<file path="src/rtl/fpmult_pkg.sv">
// Shared constants and types for the FP32 multiplier back end (normalise, round, pack).
package fpmult_pkg;

  localparam logic [9:0]  BIAS    = 10'd127;
  localparam logic [31:0] QNAN    = 32'h7FC0_0000;
  localparam logic [7:0]  EXP_INF = 8'hFF;

  // InputExc bit positions: {anyExc, ANaN, BNaN, AInf, BInf}
  localparam int EXC_ANY  = 4;
  localparam int EXC_ANAN = 3;
  localparam int EXC_BNAN = 2;
  localparam int EXC_AINF = 1;
  localparam int EXC_BINF = 0;

  // Flags bit positions: {invalid, overflow, underflow, inexact}
  localparam int FLG_INV = 3;
  localparam int FLG_OVF = 2;
  localparam int FLG_UDF = 1;
  localparam int FLG_INX = 0;

  // Stage-1 register contents; e is a 10-bit two's-complement exponent.
  // exc keeps only the per-operand bits; anyExc carries no extra information here.
  typedef struct packed {
    logic        s;
    logic [9:0]  e;
    logic        zero;
    logic        ea_zero;
    logic        eb_zero;
    logic [22:0] m;
    logic        g;
    logic        st;
    logic [3:0]  exc;
  } s1_t;

endpackage

</file>
<file path="src/rtl/fpmult_round_pack.sv">
// Stage-2 combinational logic: round-to-nearest-even, then priority-select the packed result.
module fpmult_round_pack
  import fpmult_pkg::*;
(
  input  s1_t         s1_i,
  output logic [31:0] z_o,
  output logic [3:0]  flags_o
);

  logic        up;
  logic [23:0] m_inc;
  logic [9:0]  e_r;
  logic        inf_times_zero;
  logic        is_nan;
  logic        is_inf;

  // A carry out of the mantissa leaves m_inc[22:0] all-zero, so only E needs fixing.
  assign up     = s1_i.g & (s1_i.st | s1_i.m[0]);
  assign m_inc  = {1'b0, s1_i.m} + 24'(up);
  assign e_r    = s1_i.e + (m_inc[23] ? 10'd1 : 10'd0);

  assign inf_times_zero = (s1_i.exc[EXC_AINF] & s1_i.eb_zero) |
                          (s1_i.exc[EXC_BINF] & s1_i.ea_zero);
  assign is_nan = s1_i.exc[EXC_ANAN] | s1_i.exc[EXC_BNAN] | inf_times_zero;
  assign is_inf = s1_i.exc[EXC_AINF] | s1_i.exc[EXC_BINF];

  always_comb begin
    z_o     = {s1_i.s, e_r[7:0], m_inc[22:0]};
    flags_o = 4'b0000;
    if (is_nan) begin
      z_o              = QNAN;
      flags_o[FLG_INV] = inf_times_zero;
    end else if (is_inf) begin
      z_o = {s1_i.s, EXP_INF, 23'h0};
    end else if (s1_i.zero) begin
      z_o = {s1_i.s, 31'h0};
    end else if ($signed(e_r) >= $signed(10'd255)) begin
      z_o              = {s1_i.s, EXP_INF, 23'h0};
      flags_o[FLG_OVF] = 1'b1;
      flags_o[FLG_INX] = 1'b1;
    end else if ($signed(e_r) <= $signed(10'd0)) begin
      z_o              = {s1_i.s, 31'h0};
      flags_o[FLG_UDF] = 1'b1;
      flags_o[FLG_INX] = 1'b1;
    end else begin
      flags_o[FLG_INX] = s1_i.g | s1_i.st;
    end
  end

endmodule

</file>
<file path="src/rtl/fpmult_norm_round.sv">
// FP32 multiplier back end: 2-stage valid/ready pipeline producing the packed product and flags.
module fpmult_norm_round
  import fpmult_pkg::*;
(
  input  logic        clk,
  input  logic        rst,
  input  logic        in_valid,
  output logic        in_ready,
  input  logic        Sa,
  input  logic        Sb,
  input  logic [7:0]  Ea,
  input  logic [7:0]  Eb,
  input  logic [47:0] Mp,
  input  logic [4:0]  InputExc,
  output logic        out_valid,
  input  logic        out_ready,
  output logic [31:0] Z,
  output logic [3:0]  Flags
);

  // Handshake: a stage transfers on valid & ready; a full stage may refill in the
  // same cycle it drains, so ready ripples back combinationally from out_ready.
  s1_t         s1_d, s1_q;
  logic        s1_valid_q, s2_valid_q;
  logic        s2_ready;
  logic [31:0] z_q, rp_z;
  logic [3:0]  flags_q, rp_flags;
  logic [9:0]  e_base;
  logic        unused_any;

  assign unused_any = InputExc[EXC_ANY];
  assign s2_ready   = ~s2_valid_q | out_ready;
  assign in_ready   = ~s1_valid_q | s2_ready;
  assign e_base     = {2'b00, Ea} + {2'b00, Eb} - BIAS;

  always_comb begin
    s1_d         = '0;
    s1_d.s       = Sa ^ Sb;
    s1_d.ea_zero = (Ea == 8'h00);
    s1_d.eb_zero = (Eb == 8'h00);
    s1_d.zero    = s1_d.ea_zero | s1_d.eb_zero;
    s1_d.exc     = InputExc[3:0];
    if (Mp[47]) begin
      s1_d.m  = Mp[46:24];
      s1_d.g  = Mp[23];
      s1_d.st = |Mp[22:0];
      s1_d.e  = e_base + 10'd1;
    end else begin
      s1_d.m  = Mp[45:23];
      s1_d.g  = Mp[22];
      s1_d.st = |Mp[21:0];
      s1_d.e  = e_base;
    end
  end

  fpmult_round_pack u_round_pack (
    .s1_i    (s1_q),
    .z_o     (rp_z),
    .flags_o (rp_flags)
  );

  always_ff @(posedge clk) begin
    if (rst) begin
      s1_valid_q <= 1'b0;
      s2_valid_q <= 1'b0;
      s1_q       <= '0;
      z_q        <= '0;
      flags_q    <= '0;
    end else begin
      if (in_ready) begin
        s1_valid_q <= in_valid;
        if (in_valid) s1_q <= s1_d;
      end
      if (s2_ready) begin
        s2_valid_q <= s1_valid_q;
        if (s1_valid_q) begin
          z_q     <= rp_z;
          flags_q <= rp_flags;
        end
      end
    end
  end

  assign out_valid = s2_valid_q;
  assign Z         = z_q;
  assign Flags     = flags_q;

endmodule

</file>
<file path="config.mk">
export PLATFORM = sky130hd
export DESIGN_NAME = fpmult_norm_round
export DESIGN_NICKNAME = d
export VERILOG_FILES = /design/src/rtl/fpmult_pkg.sv /design/src/rtl/fpmult_round_pack.sv /design/src/rtl/fpmult_norm_round.sv
export SDC_FILE = /design/constraint.sdc
export NUM_CORES = 1
export LEC_CHECK = 0
export ABC_AREA = 0
export CORE_MARGIN = 2
export CORE_UTILIZATION = 46
export DETAILED_ROUTE_END_ITERATION = 8
export PLACE_DENSITY = 0.76
export SYNTH_ARGS = -nofsm -noshare
export SYNTH_HDL_FRONTEND = slang
export SYNTH_HIERARCHICAL = 1
export SYNTH_SLANG_ARGS = --single-unit
</file>
<file path="constraint.sdc">
create_clock -name clk -period 3.1 [get_ports clk]
set_input_delay 0.465 -clock clk [delete_from_list [all_inputs] [get_ports clk]]
set_output_delay 0.465 -clock clk [all_outputs]
set_load 0.02 [all_outputs]
</file>
# Word-level counts from Yosys, hierarchy flattened
# Index checks and enable logic that the tools add are counted.
# word_totals
ff_bits	81
input_bits	75
wordCells	58
# op_classes
n_addsub	5
magnitude_cmp	2
n_mux	17
n_bitwise	15
n_reduce_logical	6
# ops
operator	n
31-bit two-way mux	4
32-bit two-way mux	1
25-bit two-way mux	1
23-bit by 1-bit adder with 24-bit output	1
23-bit OR reduction	1
22-bit OR reduction	1
8-bit logical NOT	2
10-bit by 1-bit adder with 10-bit output, second input constant	1
10-bit adder	1
10-bit by 9-bit >= comparator with 1-bit output, second input constant	1
10-bit by 1-bit <= comparator with 1-bit output, second input constant	1
10-bit two-way mux	1
9-bit by 7-bit subtractor with 10-bit output, second input constant	1
8-bit by 8-bit adder with 9-bit output	1
3-bit two-way mux	3
1-bit bitwise OR	9
1-bit two-way mux	7
2-bit AND reduction	2
1-bit AND	3
1-bit NOT	2
1-bit bitwise XOR	1

# Logic depth before layout (Yosys ltp)
# depth
ltp_word	11
mapped_depth	16
depth_no_buf	14

# Cells and area by module
# The synthesis kept the hierarchy.
# by_module_without_submodules
module	n_inst	cells_each	area_each_um2	seq_area_each_um2
fpmult_norm_round	1	441	3734.8	1621.6
fpmult_round_pack	1	172	1134.8	0.0

# Worst setup path before layout
# No wires, ideal clock.
# synth_path
path_type	input to register
startpoint	input port Ea[1]
endpoint	register s1_q[41] in the netlist's numbering
arrival_ns	2.954
t_required_ns	3.023
path_slack_ns	0.069
path_stages	9
n_path_buf	0
path_cell_list	ha_1 ha_1 fa_1 a211o_1 and3_4 nor4_4 nand3_2 or4b_1 a41oi_2
# synth_via
elab_chain_cells	4
# synth_rtl
item	line_no	source
start: declaration	fpmult_norm_round.sv:11	input logic [7:0] Ea,
8-bit by 8-bit adder with 9-bit output (*)	fpmult_norm_round.sv:34	assign e_base = {2'b00, Ea} + {2'b00, Eb} - BIAS;
9-bit by 7-bit subtractor with 10-bit output (*)	fpmult_norm_round.sv:34	
10-bit by 1-bit adder with 10-bit output	fpmult_norm_round.sv:47	s1_d.e = e_base + 10'd1;
10-bit two-way mux (*)	fpmult_norm_round.sv:43	if (Mp[47]) begin
end signal: assignment	fpmult_norm_round.sv:66	s1_q <= '0;
end signal: assignment	fpmult_norm_round.sv:72	if (in_valid) s1_q <= s1_d;
end: declaration	fpmult_norm_round.sv:23	s1_t s1_d, s1_q;
# Every way passes the cells marked *; elsewhere a longest branch is shown, timed or not.
# A chain may end at the register's enable or synchronous reset.

# Final worst setup path
# layout_path
startpoint	register s1_q[25] in the netlist's numbering
endpoint	register z_q[20] (netlist: Z[20])
# layout_via
elab_chain_cells	9
# layout_rtl
item	line_no	source
23-bit by 1-bit adder with 24-bit output (*)	fpmult_round_pack.sv:19	assign m_inc = {1'b0, s1_i.m} + 24'(up);
1-bit two-way mux	fpmult_round_pack.sv:20	assign e_r = s1_i.e + (m_inc[23] ? 10'd1 : 10'd0);
10-bit adder	fpmult_round_pack.sv:20	
10-bit by 1-bit <= comparator with 1-bit output	fpmult_round_pack.sv:41	end else if ($signed(e_r) <= $signed(10'd0)) begin
31-bit two-way mux	fpmult_round_pack.sv:41	
31-bit two-way mux (*)	fpmult_round_pack.sv:37	end else if ($signed(e_r) >= $signed(10'd255)) begin
31-bit two-way mux (*)	fpmult_round_pack.sv:35	end else if (s1_i.zero) begin
31-bit two-way mux (*)	fpmult_round_pack.sv:33	end else if (is_inf) begin
32-bit two-way mux (*)	fpmult_round_pack.sv:30	if (is_nan) begin
via rp_z[20]	fpmult_norm_round.sv:26	logic [31:0] z_q, rp_z;
end signal: assignment	fpmult_norm_round.sv:77	z_q <= rp_z;
end: declaration	fpmult_norm_round.sv:26	
# The timed path passes the listed nets; every way through them passes the cells marked *.

==> qor.csv <==
stage,metric,value,unit
run_status,status,"complete, but fails checks",
run_status,failing checks,negative setup slack,
worst_setup_path,Crit path largest cell delay,0.36,ns
floorplan,die area,11400,um^2
clock_network,htree depth,3,
routing,total wire length,13300,um
placement,IO buf count,111,
yosys,Synth area leader,dfxtp_1,
worst_setup_path,critical path depth,15,
yosys,Post-synth EDFFs,0,
yosys,Yosys cell types,70,
floorplan,I/O pins,113,
worst_setup_path,Crit path max-delay family,simple AND/OR/NAND/NOR gates,
global_routing,Overflow after GRT,0,
floorplan,Initial Util,47.2,%
clock_network,clock buffer depth,2,
clock_network,"Reg clk slew, reported paths",0.09,ns
yosys,Synth Warn #,6,
routing,vias per std cell,5.44,
finish,n_diodes,0,
worst_setup_path,crit path buf inv count,2,
finish,Area Overhead vs Synth,43.2,%
timing,Setup WS post-layout,-0.108,ns
global_routing,vias in the first global route,4550,
finish,Multi-input gate area,3280,um^2
timing,period utilization,103,%
worst_setup_path,WS Path Type,reg2reg,
worst_setup_path,Worst setup SP type,flip-flop,
clock_network,# hold bufs at CTS,0,
yosys,"FF+latch count, synth",81,
yosys,Post-Synthesis Cells,613,
finish,nets,854,
power_and_ir_drop,Leak Pwr,2.61,nW
timing,clock skew,0.0144,ns
timing,RSZ-0062 raised after global routing,true,
worst_setup_path,Reg2Reg Depth,15,
placement,placed cell areas,6430,um^2
routing,drt drc,0,
timing,min Tclk post-route,3.21,ns
placement,DPL Wire Length,9670,um
clock_network,worst-skew pair later-pin latency,0.36,ns
worst_setup_path,Crit path arrival time,3.49,ns
timing,max-slew violation count,0,
worst_setup_path,CP Max Fanout,7,
finish,final core utilization,67.5,%
routing,DRT antenna net count,0,
finish,final instance area,6970,um^2
global_routing,Total GRT Usage,22.1,%
yosys,register area share after synthesis,33.3,%
global_routing,global-route wire length before repair,20500,um
yosys,syn_area_per_cell,7.94,um^2
timing,highest clock rate,312,MHz
global_routing,initial antenna violation count,0,
clock_network,clock sinks,81,
clock_network,CTS tree,yes,
routing,Starting DRT DRC Count,223,
timing,"Hold Vio Cnt, Final",0,
worst_setup_path,"Req. time, crit path",3.39,ns
clock_network,Clock Tree Root,clkbuf_8,
yosys,Yosys top cell area share,33.3,%
finish,FF/Latch Area,1630,um^2
routing,post-DR wirelength/cell,14.8,um
routing,drt pass-1 iters,5,
global_routing,largest net degree at the start of global routing,76,
power_and_ir_drop,Power Dens Cells,405,nW/um^2
flow_run,Max Cap Viol,0,
yosys,asr flop ratio synth,0,%
floorplan,Row Count,37,
routing,via count,4897,
placement,Placer Congestion,0.831,
timing,Slew HR,42.5,%
worst_hold_path,worst hold stages,2,
worst_setup_path,CP cell instances,nand3_4 > nor2_4 > nand4_1 > nor4_4 > ha_2 > buf_4 > nand3_2 > nor3_4 > and3_1 > xnor2_2 > nand4_4 > clkbuf_16 > nor2_4 > nand2_1 > a21oi_1,
worst_hold_path,Hold Path Class,reg2reg,
yosys,Mapped Nets,708,
finish,share of layout cells above drive strength 1,20.2,%
yosys,Post-synth top flop,dfxtp_1,
power_and_ir_drop,Worst VDD drop,0.000261,V
worst_setup_path,worst-path cell with the longest stage delay,dfxtp_2,
worst_setup_path,CP dominant cell by count,nor2_4,
yosys,synth top area cells,"dfxtp_1 33%, nand2_1 8.2%, nor2_1 5.9%, a21oi_1 5.4%, a211oi_1 5.2%",
finish,fill count,846,
clock_network,CTS Buf Count,9,
yosys,Post-Syn Area,4870,um^2
floorplan,DIE WIDTH,107,um
floorplan,die height,107,um
worst_setup_path,critical path capture point type,flip-flop,
timing,final setup fails,17,
timing,Slew @ Worst Pin,0.863,ns
floorplan,Placeable Area,10300,um^2
[stage by stage]
stage                     hold WS (ns)  std cells  worst slack [ns]  setup TNS, ns  power [W]
after global placement           0.444        878            -0.340          -1.53    0.00192
after CTS                        0.459        894           0.00191              0    0.00275
final                            0.453        900            -0.108         -0.569    0.00282
after floorplan                  0.429        613            0.0693              0    0.00163
after global routing             0.483        900            -0.267          -3.96    0.00298
after detailed placement         0.446        878            -0.435          -2.94    0.00194
[state kept, by name (all words and copies together), names as in the netlist]
signal / count
s1_q: 43
out_valid: 1
s1_valid_q: 1
Flags: 4
Z: 32
[cells in the mapped netlist (11+ instances only)]
library cell	number
nand4_1	12
clkbuf_1	24
xnor2_1	21
inv_1	15
nor2_1	76
ha_1	19
xor2_1	15
nand3_1	11
a21oi_1	53
nand2_1	107
a211oi_1	34
nor4_1	13
dfxtp_1	81
mux2i_1	25
[placed cells by master, fill, tap and decap left out, drive strengths merged, types with 4 or more instances in the layout]
master and instances:
nand2 108, nor4 14, ha 19, dfxtp 81, nand3 15, nor3 6, xor2 15, nand2b 6
nor2 78, clkdlybuf4s50 107, nand4 13, nor2b 5, a211oi 34, and3 4, mux2i 25, and4 5
clkbuf 12, o21ai 10, inv 17, xnor2 22, and2 4, a21oi 55, buf 59
[area by class of cell]
cell class,instances,area share [%]
tap,136,2.44
multi-input combinational,482,47.1
inverter,15,0.808
clock buffer,10,1.97
sequential,81,23.3
clock inverter,6,1.06
timing repair buffer,170,23.3
[cell families (layout without fill, tap and decap cells)]
| group | count (synthesis) | in the layout | share of synthesized area [%] |
|---|---|---|---|
| mux | 26 | 26 | 5.37 |
| flops | 81 | 81 | 33.3 |
| simple gates | 277 | 277 | 28.1 |
| xor+xnor | 37 | 37 | 6.81 |
| compound gates | 122 | 122 | 16.8 |
| buf+inv | 50 | 201 | 4.29 |
| fa+ha+maj | 20 | 20 | 5.29 |
[worst reg2reg max path: stages, from the launching register on]
cell       delay (ns)
dfxtp_2          0.36
nand3_4          0.09
nor2_4           0.11
nand4_1          0.14
nor4_4           0.32
ha_2             0.25
buf_4            0.12
nand3_2          0.19
nor3_4           0.22
and3_1           0.21
xnor2_2          0.24
nand4_4          0.28
clkbuf_16        0.26
nor2_4           0.09
nand2_1          0.07
a21oi_1          0.18
[worst paths after layout]
| check | startpoint | endpoint | slack, ns |
|---|---|---|---|
| setup reg to reg | s1_q[25] | Z[20] | -0.11 |
| hold / removal | Z[5] | Z[5] | 0.45 |
| setup / recovery | s1_q[25] | Z[20] | -0.11 |
| hold reg to reg | Z[5] | Z[5] | 0.45 |
[per-layer routing]
metal	vias to the layer above	global-route usage [%]	routed length, um
met5	-	0	0
li1	2462	-	-
met3	18	2.80	631
met1	2269	27.8	5890
met4	0	7.51	204
met2	148	38.9	6570
[what timing repair did]
item | in CTS | in global routing
gates cloned | 0 | 3
endpoints found under the setup margin | 31 | 34
gates resized for setup | 1 | 64
pin swaps | 1 | 27
setup buffers | 0 | 3
endpoints found under the hold margin | 0 | 0
[where the power goes]
part / switching (W) / internal [W] / leakage (nW) / total, W
Clock: 0.000407 / 0.000404 / 0.107 / 0.000811
Combinational: 0.000412 / 0.000431 / 1.84 / 0.000843
Sequential: 0.0000650 / 0.00110 / 0.666 / 0.00117
Total: 0.000884 / 0.00194 / 2.61 / 0.00282
(Power assumes the default switching activity.)
